[config.mk]
export PLATFORM = sky130hd
export DESIGN_NAME = booth_arbiter
export DESIGN_NICKNAME = d
export VERILOG_FILES = /design/src/rtl/booth_arbiter_pkg.sv /design/src/rtl/rr_arbiter2.sv /design/src/rtl/booth_arbiter.sv
export SDC_FILE = /design/constraint.sdc
export NUM_CORES = 1
export LEC_CHECK = 0
export CAP_MARGIN = 20
export CELL_PAD_IN_SITES_DETAIL_PLACEMENT = 1
export CELL_PAD_IN_SITES_GLOBAL_PLACEMENT = 1
export CORE_MARGIN = 2
export CORE_UTILIZATION = 35
export DETAILED_ROUTE_END_ITERATION = 10
export PLACE_DENSITY_LB_ADDON = 0.1
export SYNTH_ARGS = -nofsm -noshare
export SYNTH_HDL_FRONTEND = slang
export SYNTH_SLANG_ARGS = --single-unit
export TNS_END_PERCENT = 5
[constraint.sdc]
create_clock -name clk -period 2.05 [get_ports clk]
set_input_delay 0.205 -clock clk [delete_from_list [all_inputs] [get_ports clk]]
set_output_delay 0.205 -clock clk [all_outputs]
set_load 0.01 [all_outputs]
[src/rtl/booth_arbiter_pkg.sv]
// Shared definitions for the Booth job arbiter and the multiplier it drives:
// operand/product widths and the arbiter FSM encoding.
package booth_arbiter_pkg;

  localparam int OP_W   = 5;
  localparam int PROD_W = 2 * OP_W;

  typedef enum logic [2:0] {
    IDLE,
    START,
    LOAD_A,
    LOAD_B,
    WAIT,
    CAP_HI,
    CAP_LO,
    RESP
  } state_t;

endpackage

[src/rtl/rr_arbiter2.sv]
// Two-way round-robin grant. The requester that was not served last wins a tie.
// last_served comes out of reset as 1, so requester 0 wins the first tie.
module rr_arbiter2 (
  input  logic clk,
  input  logic rst,
  input  logic req0,
  input  logic req1,
  input  logic update,
  input  logic served_id,
  output logic grant_valid,
  output logic grant_id
);

  logic last_served;

  always_ff @(posedge clk) begin
    if (rst) begin
      last_served <= 1'b1;
    end else if (update) begin
      last_served <= served_id;
    end
  end

  assign grant_valid = req0 | req1;
  assign grant_id    = (req0 & req1) ? ~last_served : req1;

endmodule

[src/rtl/booth_arbiter.sv]
// Serves two requesters on one shared Booth multiplier: arbitrates, streams the
// operands, waits (with timeout) for the product and returns it with an ack pulse.
//
// state  | meaning
// IDLE   | no job; arbitrate and latch winner id and operands
// START  | mul_start pulse to the multiplier
// LOAD_A | present latched a on mul_data_in
// LOAD_B | present latched b on mul_data_in
// WAIT   | wait for mul_done, abort with err after TIMEOUT cycles
// CAP_HI | high product half latched on entry
// CAP_LO | low product half latched on entry
// RESP   | ack/result/err valid for one cycle, last_served updated
module booth_arbiter
  import booth_arbiter_pkg::*;
#(
  parameter int TIMEOUT = 40
) (
  input  logic              clk,
  input  logic              rst,
  input  logic              req0,
  input  logic              req1,
  input  logic [OP_W-1:0]   a0,
  input  logic [OP_W-1:0]   b0,
  input  logic [OP_W-1:0]   a1,
  input  logic [OP_W-1:0]   b1,
  output logic              ack0,
  output logic              ack1,
  output logic [PROD_W-1:0] result,
  output logic              err,
  output logic              mul_start,
  output logic [OP_W-1:0]   mul_data_in,
  input  logic              mul_done,
  input  logic [OP_W-1:0]   mul_data_out,
  output logic              busy
);

  localparam int CNT_W = (TIMEOUT > 1) ? $clog2(TIMEOUT) : 1;
  localparam logic [CNT_W-1:0] CNT_LAST = CNT_W'(TIMEOUT - 1);

  state_t           state;
  logic             id_q;
  logic [OP_W-1:0]  a_q;
  logic [OP_W-1:0]  b_q;
  logic [OP_W-1:0]  hi_q;
  logic [OP_W-1:0]  lo_q;
  logic [CNT_W-1:0] cnt;
  logic             grant_valid;
  logic             grant_id;

  rr_arbiter2 u_rr (
    .clk         (clk),
    .rst         (rst),
    .req0        (req0),
    .req1        (req1),
    .update      (state == RESP),
    .served_id   (id_q),
    .grant_valid (grant_valid),
    .grant_id    (grant_id)
  );

  // Outputs are registered: each transition sets what the next state presents.
  always_ff @(posedge clk) begin
    if (rst) begin
      state       <= IDLE;
      id_q        <= 1'b0;
      a_q         <= '0;
      b_q         <= '0;
      hi_q        <= '0;
      lo_q        <= '0;
      cnt         <= '0;
      ack0        <= 1'b0;
      ack1        <= 1'b0;
      err         <= 1'b0;
      result      <= '0;
      mul_start   <= 1'b0;
      mul_data_in <= '0;
      busy        <= 1'b0;
    end else begin
      ack0        <= 1'b0;
      ack1        <= 1'b0;
      err         <= 1'b0;
      result      <= '0;
      mul_start   <= 1'b0;
      mul_data_in <= '0;
      case (state)
        IDLE: begin
          if (grant_valid) begin
            state     <= START;
            id_q      <= grant_id;
            a_q       <= grant_id ? a1 : a0;
            b_q       <= grant_id ? b1 : b0;
            mul_start <= 1'b1;
            busy      <= 1'b1;
          end
        end
        START: begin
          state       <= LOAD_A;
          mul_data_in <= a_q;
        end
        LOAD_A: begin
          state       <= LOAD_B;
          mul_data_in <= b_q;
        end
        LOAD_B: begin
          state <= WAIT;
          cnt   <= '0;
        end
        WAIT: begin
          // A done arriving on the last allowed cycle still wins over the abort.
          if (mul_done) begin
            state <= CAP_HI;
            hi_q  <= mul_data_out;
            cnt   <= '0;
          end else if (cnt == CNT_LAST) begin
            state <= RESP;
            ack0  <= ~id_q;
            ack1  <= id_q;
            err   <= 1'b1;
            cnt   <= '0;
          end else begin
            cnt <= cnt + 1'b1;
          end
        end
        CAP_HI: begin
          state <= CAP_LO;
          lo_q  <= mul_data_out;
        end
        CAP_LO: begin
          state  <= RESP;
          ack0   <= ~id_q;
          ack1   <= id_q;
          result <= {hi_q, lo_q};
        end
        RESP: begin
          state <= IDLE;
          busy  <= 1'b0;
        end
        default: begin
          state <= IDLE;
          busy  <= 1'b0;
        end
      endcase
    end
  end

endmodule

After elaboration in Yosys (flattened, before gate mapping)
Cells that the tools add are included.
{ "classes": {"n_addsub": 1, "n_eq_ne": 10, "n_bitwise": 7, "n_mux": 21, "n_reduce_logical": 10} }
{ "op_table": {"columns": ["operator", "count"], "rows": [
  ["3-bit case mux with 8 select lines", 1],
  ["3-bit == test, second input constant", 4],
  ["6-bit two-way mux", 2],
  ["6-bit case mux with 2 select lines", 1],
  ["5-bit two-way mux", 2],
  ["5-bit case mux with 2 select lines", 1],
  ["3-bit two-way mux", 3],
  ["1-bit two-way mux", 8],
  ["2-bit AND reduction", 4],
  ["6-bit by 1-bit adder with 6-bit output, second input constant", 1],
  ["3-bit by 2-bit == test with 1-bit output, second input constant", 2],
  ["6-bit == test, second input constant", 1],
  ["1-bit case mux with 2 select lines", 3],
  ["1-bit NOT", 5],
  ["2-bit nonzero test", 2],
  ["2-bit OR reduction", 2],
  ["3-bit by 1-bit == test with 1-bit output, second input constant", 1],
  ["3-bit zero test", 1],
  ["3-bit inequality test, second input constant", 1],
  ["3-bit OR reduction", 1],
  ["2-bit inequality test, second input constant", 1],
  ["1-bit bitwise AND", 1],
  ["1-bit OR", 1]
]} }
{ "word_totals": {"in_bits": 30, "reg_bits": 51, "out_inout_bits": 20, "word_cells": 64} }

Logic depth before layout (Yosys ltp)
{ "logic_depth": {"word_depth": 4, "mapped_depth": 6, "depth_no_buf": 5} }

Hierarchy
Synthesis repeated with hierarchy kept, for this count alone.
{ "hier_totals": {"hier_cells": 203, "hier_area_um2": 1949.4} }
{ "by_module_without_submodules": {"columns": ["module", "n_inst", "seq_area_each_um2", "cells_per_inst", "area_per_inst_um2"], "rows": [
  ["booth_arbiter", 1, 1001.0, 198, 1900.6],
  ["rr_arbiter2", 1, 20.0, 5, 48.8]
]} }

Least setup slack after synthesis
OpenSTA, ideal clock, no wires.
{ "synth_path": {"kind": "reg-to-reg", "startpoint": "reg state[0]", "endpoint": "reg cnt[0]", "stages_incl_launch_ff": 5, "period_less_slack_ps": 1299, "t_arrival_ps": 1234, "path_slack_ps": 751, "setup_time_ps": 64, "n_path_buf": 0, "required_time_ps": 1986, "cell_sequence": "dfxtp_1 -> or4b_4 -> a31oi_1 -> o21bai_1 -> nor2_1"} }
{ "synth_via": {"elab_chain_len": 2, "elab_cells_between_ends": 4, "classes_between": "eq/ne: 2; mux: 1; reduce/logical: 1"} }
{ "synth_rtl": {"columns": ["item", "line", "text"], "rows": [
  ["from (decl)", "booth_arbiter.sv:40", "state_t state;"],
  ["from (signal assigned)", "booth_arbiter.sv:64", "state <= IDLE;"],
  ["from (signal assigned)", "booth_arbiter.sv:88", "state <= START;"],
  ["from (signal assigned)", "booth_arbiter.sv:97", "state <= LOAD_A;"],
  ["3-bit == test or 3-bit by 2-bit == test with 1-bit output (tied branches)", "booth_arbiter.sv:85", "case (state)"],
  ["6-bit case mux with 2 select lines or 2-bit nonzero test (tied branches)", null, null],
  ["to (signal assigned)", "booth_arbiter.sv:121", "cnt <= cnt + 1'b1;"],
  ["to (decl)", "booth_arbiter.sv:46", "logic [CNT_W-1:0] cnt;"]
]} }
Parallel ways exist; a longest one is shown, timed or not.
A chain may end at the register's enable or synchronous reset.

Worst setup path in the final report
{ "layout_path": {"startpoint": "reg state[1]", "endpoint": "reg mul_data_in[2]"} }
{ "layout_via": {"elab_chain_len": 2, "elab_cells_between_ends": 3, "classes_between": "eq/ne: 2; mux: 1"} }
{ "layout_rtl": {"columns": ["item", "line", "text"], "rows": [
  ["3-bit by 2-bit == test with 1-bit output or 3-bit by 1-bit == test with 1-bit output (tied branches)", "booth_arbiter.sv:85", null],
  ["5-bit case mux with 2 select lines *", "booth_arbiter.sv:85", null],
  ["to (signal assigned)", "booth_arbiter.sv:98", "mul_data_in <= a_q;"],
  ["to (signal assigned)", "booth_arbiter.sv:102", "mul_data_in <= b_q;"],
  ["to (decl)", "booth_arbiter.sv:31", "output logic [OP_W-1:0] mul_data_in,"]
]} }
Mark *: on every way between the ends. The rest lies on a longest branch, timed or not.

==> impl_metrics.env <==
export IMPL_ys_warn_count=0
export IMPL_synth_seq_cells=51
export IMPL_fmax_mhz=612
export IMPL_hold_viol=0
export IMPL_coreArea_mm2=0.00547
export IMPL_whs_ns=0.452
export IMPL_rows=27
export IMPL_critPathCaptureType="register"
export IMPL_drive_gt1_share_pct=7.91
export IMPL_netlist_area_mm2=0.00197
export IMPL_syn2layout_area_growth_pct=35.6
export IMPL_fin_skew_ns=0.00502
export IMPL_die_x_um=79.1
export IMPL_peakVddDrop_mv=0.395
export IMPL_numCtsBuffers=5
export IMPL_placed_area_mm2=0.00254
export IMPL_layout_nets=283
export IMPL_crit_type="reg -> reg"
export IMPL_synthTopCellsByArea="dfxtp_1, mux2i_1, nor2_1"
export IMPL_grt_usage_pct=14.6
export IMPL_hold_depth=2
export IMPL_cap_viol_max_count=0
export IMPL_p_leak_uw=0.000968
export IMPL_initial_core_util_pct=36.1
export IMPL_synth_cell_type_count=40
export IMPL_synthesis_nets=233
export IMPL_fin_ws_ns=0.416
export IMPL_crit_family="flip-flops"
export IMPL_cts_setup_buffers=0
export IMPL_required_ns=2.27
export IMPL_avgRoutedWirePerCell_um=13.4
export IMPL_wirelength_um=4370
export IMPL_gp_congestion=0.767
export IMPL_seq_area_frac_synth_pct=51.7
export IMPL_numPortBuffers=49
export IMPL_place_ws_ns=0.312
export IMPL_post_cts_resized=0
export IMPL_grt_pass1_wl_um=7210
export IMPL_cts_tree="built"
export IMPL_setup_viol=0
export IMPL_final_area_mm2=0.00268
export IMPL_cp_slowest_stage_delay_ns=0.68
export IMPL_synth_top_area_share_pct=51.7
export IMPL_synthCells=202
export IMPL_met3_length_um=189
export IMPL_die_area_mm2=0.00626
export IMPL_cp_data_arrival_time_ns=1.85
export IMPL_tns_ns=0
export IMPL_final_max_slew_viol_count=0
export IMPL_gr_total_overflow=0
export IMPL_finalCritPeriodShare_pct=79.7
export IMPL_hold_path_class="reg -> reg"
export IMPL_grt_setup_unrepaired="false"
export IMPL_synth_area_per_cell_um2=9.77
export IMPL_via_per_inst=4.87
export IMPL_die_height_um=79.1
export IMPL_dr_pass1_iters=3
export IMPL_top_layer_used="met4"
export IMPL_path_cells="inv_1, nor2_1, a22oi_1, nor3_1"
export IMPL_n_antenna_cell=0
export IMPL_cp_slowest_cell="dfxtp_1"
export IMPL_via_count=1584
export IMPL_hold_buffers=0
export IMPL_synth_area_leader_cell="dfxtp_1"
export IMPL_slew_headroom_pct=58.0
export IMPL_cp_start_kind="register"
export IMPL_route_met2_wl_um=2150
export IMPL_io_pins=50
export IMPL_cts_sinks=51
export IMPL_drtIter0Drc=45
export IMPL_grt_antenna_before_repair=0
export IMPL_clk_pin_slew_ns=0.09
export IMPL_htreeDepth=2
export IMPL_crit_cells=4
export IMPL_critPathBufInv=1
export IMPL_ant_nets=0
export IMPL_cts_root_buf="clkbuf_8"
export IMPL_power_uw=2160
export IMPL_critPathMaxFanout=13
export IMPL_status="complete, no violations"
export IMPL_power_density_mw_per_mm2=806
export IMPL_clk_latency_ns=0.30
export IMPL_r2r_cells=4
export IMPL_grt_pass1_vias=1575
export IMPL_grt_max_degree=38
export IMPL_worstMarginPinSlew_ns=0.629
export IMPL_clk_path_buf_depth=2
export IMPL_drc=0
export IMPL_wirelength_met1_um=1990
export IMPL_hpwl_um=3150
export IMPL_min_period_ns=1.63
export IMPL_n_fill_cell=616
-- synthesized netlist by cell type --
master	number
buf_2	5
nor2_1	29
a22oi_1	7
o2111ai_1	1
and2_1	10
buf_4	1
dfxtp_1	51
nor4_1	1
or4b_4	1
nand3_1	7
a311oi_1	1
nor3b_2	1
nor3_1	5
xor2_1	3
nor4b_1	1
nand2b_1	3
and3_1	2
a211oi_1	12
inv_1	2
nor2b_1	1
nand3b_1	1
nand2_1	9
o21a_1	1
nor3_4	1
a21boi_1	1
a31oi_1	1
mux2i_1	16
clkbuf_1	4
buf_1	2
ha_1	1
o32ai_1	1
nor3b_1	1
nor3_2	3
o21ai_0	2
o21bai_1	1
a211oi_2	1
a21boi_0	1
a21oi_1	9
and3b_1	1
o21ai_1	1
-- sequential cells by signal, indices dropped and copies added, names as in the netlist --
name              flops
u_rr.last_served      1
err                   1
cnt                   6
mul_data_in           5
result               10
lo_q                  5
id_q                  1
ack0                  1
busy                  1
a_q                   5
hi_q                  5
mul_start             1
state                 3
ack1                  1
b_q                   5
-- final cells by class --
| cell class | count | area, um^2 | area share, % |
|---|---|---|---|
| Clock inverter | 2 | 60.1 | 2.24 |
| Timing Repair Buffer | 55 | 536 | 20.0 |
| Multi-Input combinational cell | 137 | 891 | 33.3 |
| Sequential cell | 51 | 1020 | 38.1 |
| Tap cell | 72 | 90.1 | 3.36 |
| Clock buffer | 6 | 72.6 | 2.71 |
| Inverter | 2 | 7.51 | 0.280 |
-- worst register-to-register path, stage by stage (launching register included) --
cell and delay, ns:
dfxtp_1 0.68, inv_1 0.17, nor2_1 0.41, a22oi_1 0.12
nor3_1 0.17
-- final timing paths --
| check | start | to | slack (ns) |
|---|---|---|---|
| setup / recovery | state[1]$_SDFFE_PP0P_ | mul_data_in[2]$_SDFF_PP0_ | 0.42 |
| hold / removal | lo_q[4]$_SDFFE_PP0P_ | lo_q[4]$_SDFFE_PP0P_ | 0.45 |
| setup reg to reg | state[1]$_SDFFE_PP0P_ | mul_data_in[2]$_SDFF_PP0_ | 0.42 |
| hold reg to reg | lo_q[4]$_SDFFE_PP0P_ | lo_q[4]$_SDFFE_PP0P_ | 0.45 |
-- logic make-up after synthesis --
logic type,count (synthesis),synth area share (%)
compound gates,40,14.1
xor+xnor,3,1.33
buf+inv,14,3.17
fa+ha+maj,1,0.634
simple gates,77,21.0
flops,51,51.7
mux,16,8.11
-- metal layers --
layer | global-route usage, % | vias to the layer above
met2 | 26.2 | 36
met1 | 17.2 | 733
li1 | - | 810
met3 | 3.41 | 5
met4 | 4.48 | 0
met5 | 0 | -
-- where the power goes --
| group | leakage [uW] | switching (uW) | total (uW) | internal (uW) |
|---|---|---|---|---|
| Clock | 0.0000654 | 324 | 812 | 488 |
| Sequential | 0.000415 | 46.0 | 1080 | 1040 |
| Combinational | 0.000488 | 125 | 262 | 136 |
| Total | 0.000968 | 495 | 2160 | 1660 |
-- metrics by stage --
step / std cells / util, %
floorplan: 202 / -
global placement: 317 / 46.5
detailed placement: 317 / 46.5
CTS: 325 / 48.9
global route: 325 / 48.9
finish: 325 / 48.9
-- placed cells by master (no fill, tap or decap), types with 2 or more instances in the layout --
cell / n
a22oi_1: 7
nor2_1: 29
and2_1: 10
o21ai_0: 2
buf_4: 6
inv_1: 2
nor3_2: 3
clkdlybuf4s50_1: 49
bufinv_16: 2
dfxtp_1: 51
a21oi_1: 9
nand2_1: 9
nand3_1: 7
mux2i_1: 16
xor2_1: 3
clkbuf_8: 5
nor3_1: 5
and3_1: 2
nand2b_1: 3
a211oi_1: 12
Note: power is estimated with default switching activity, not from simulation.
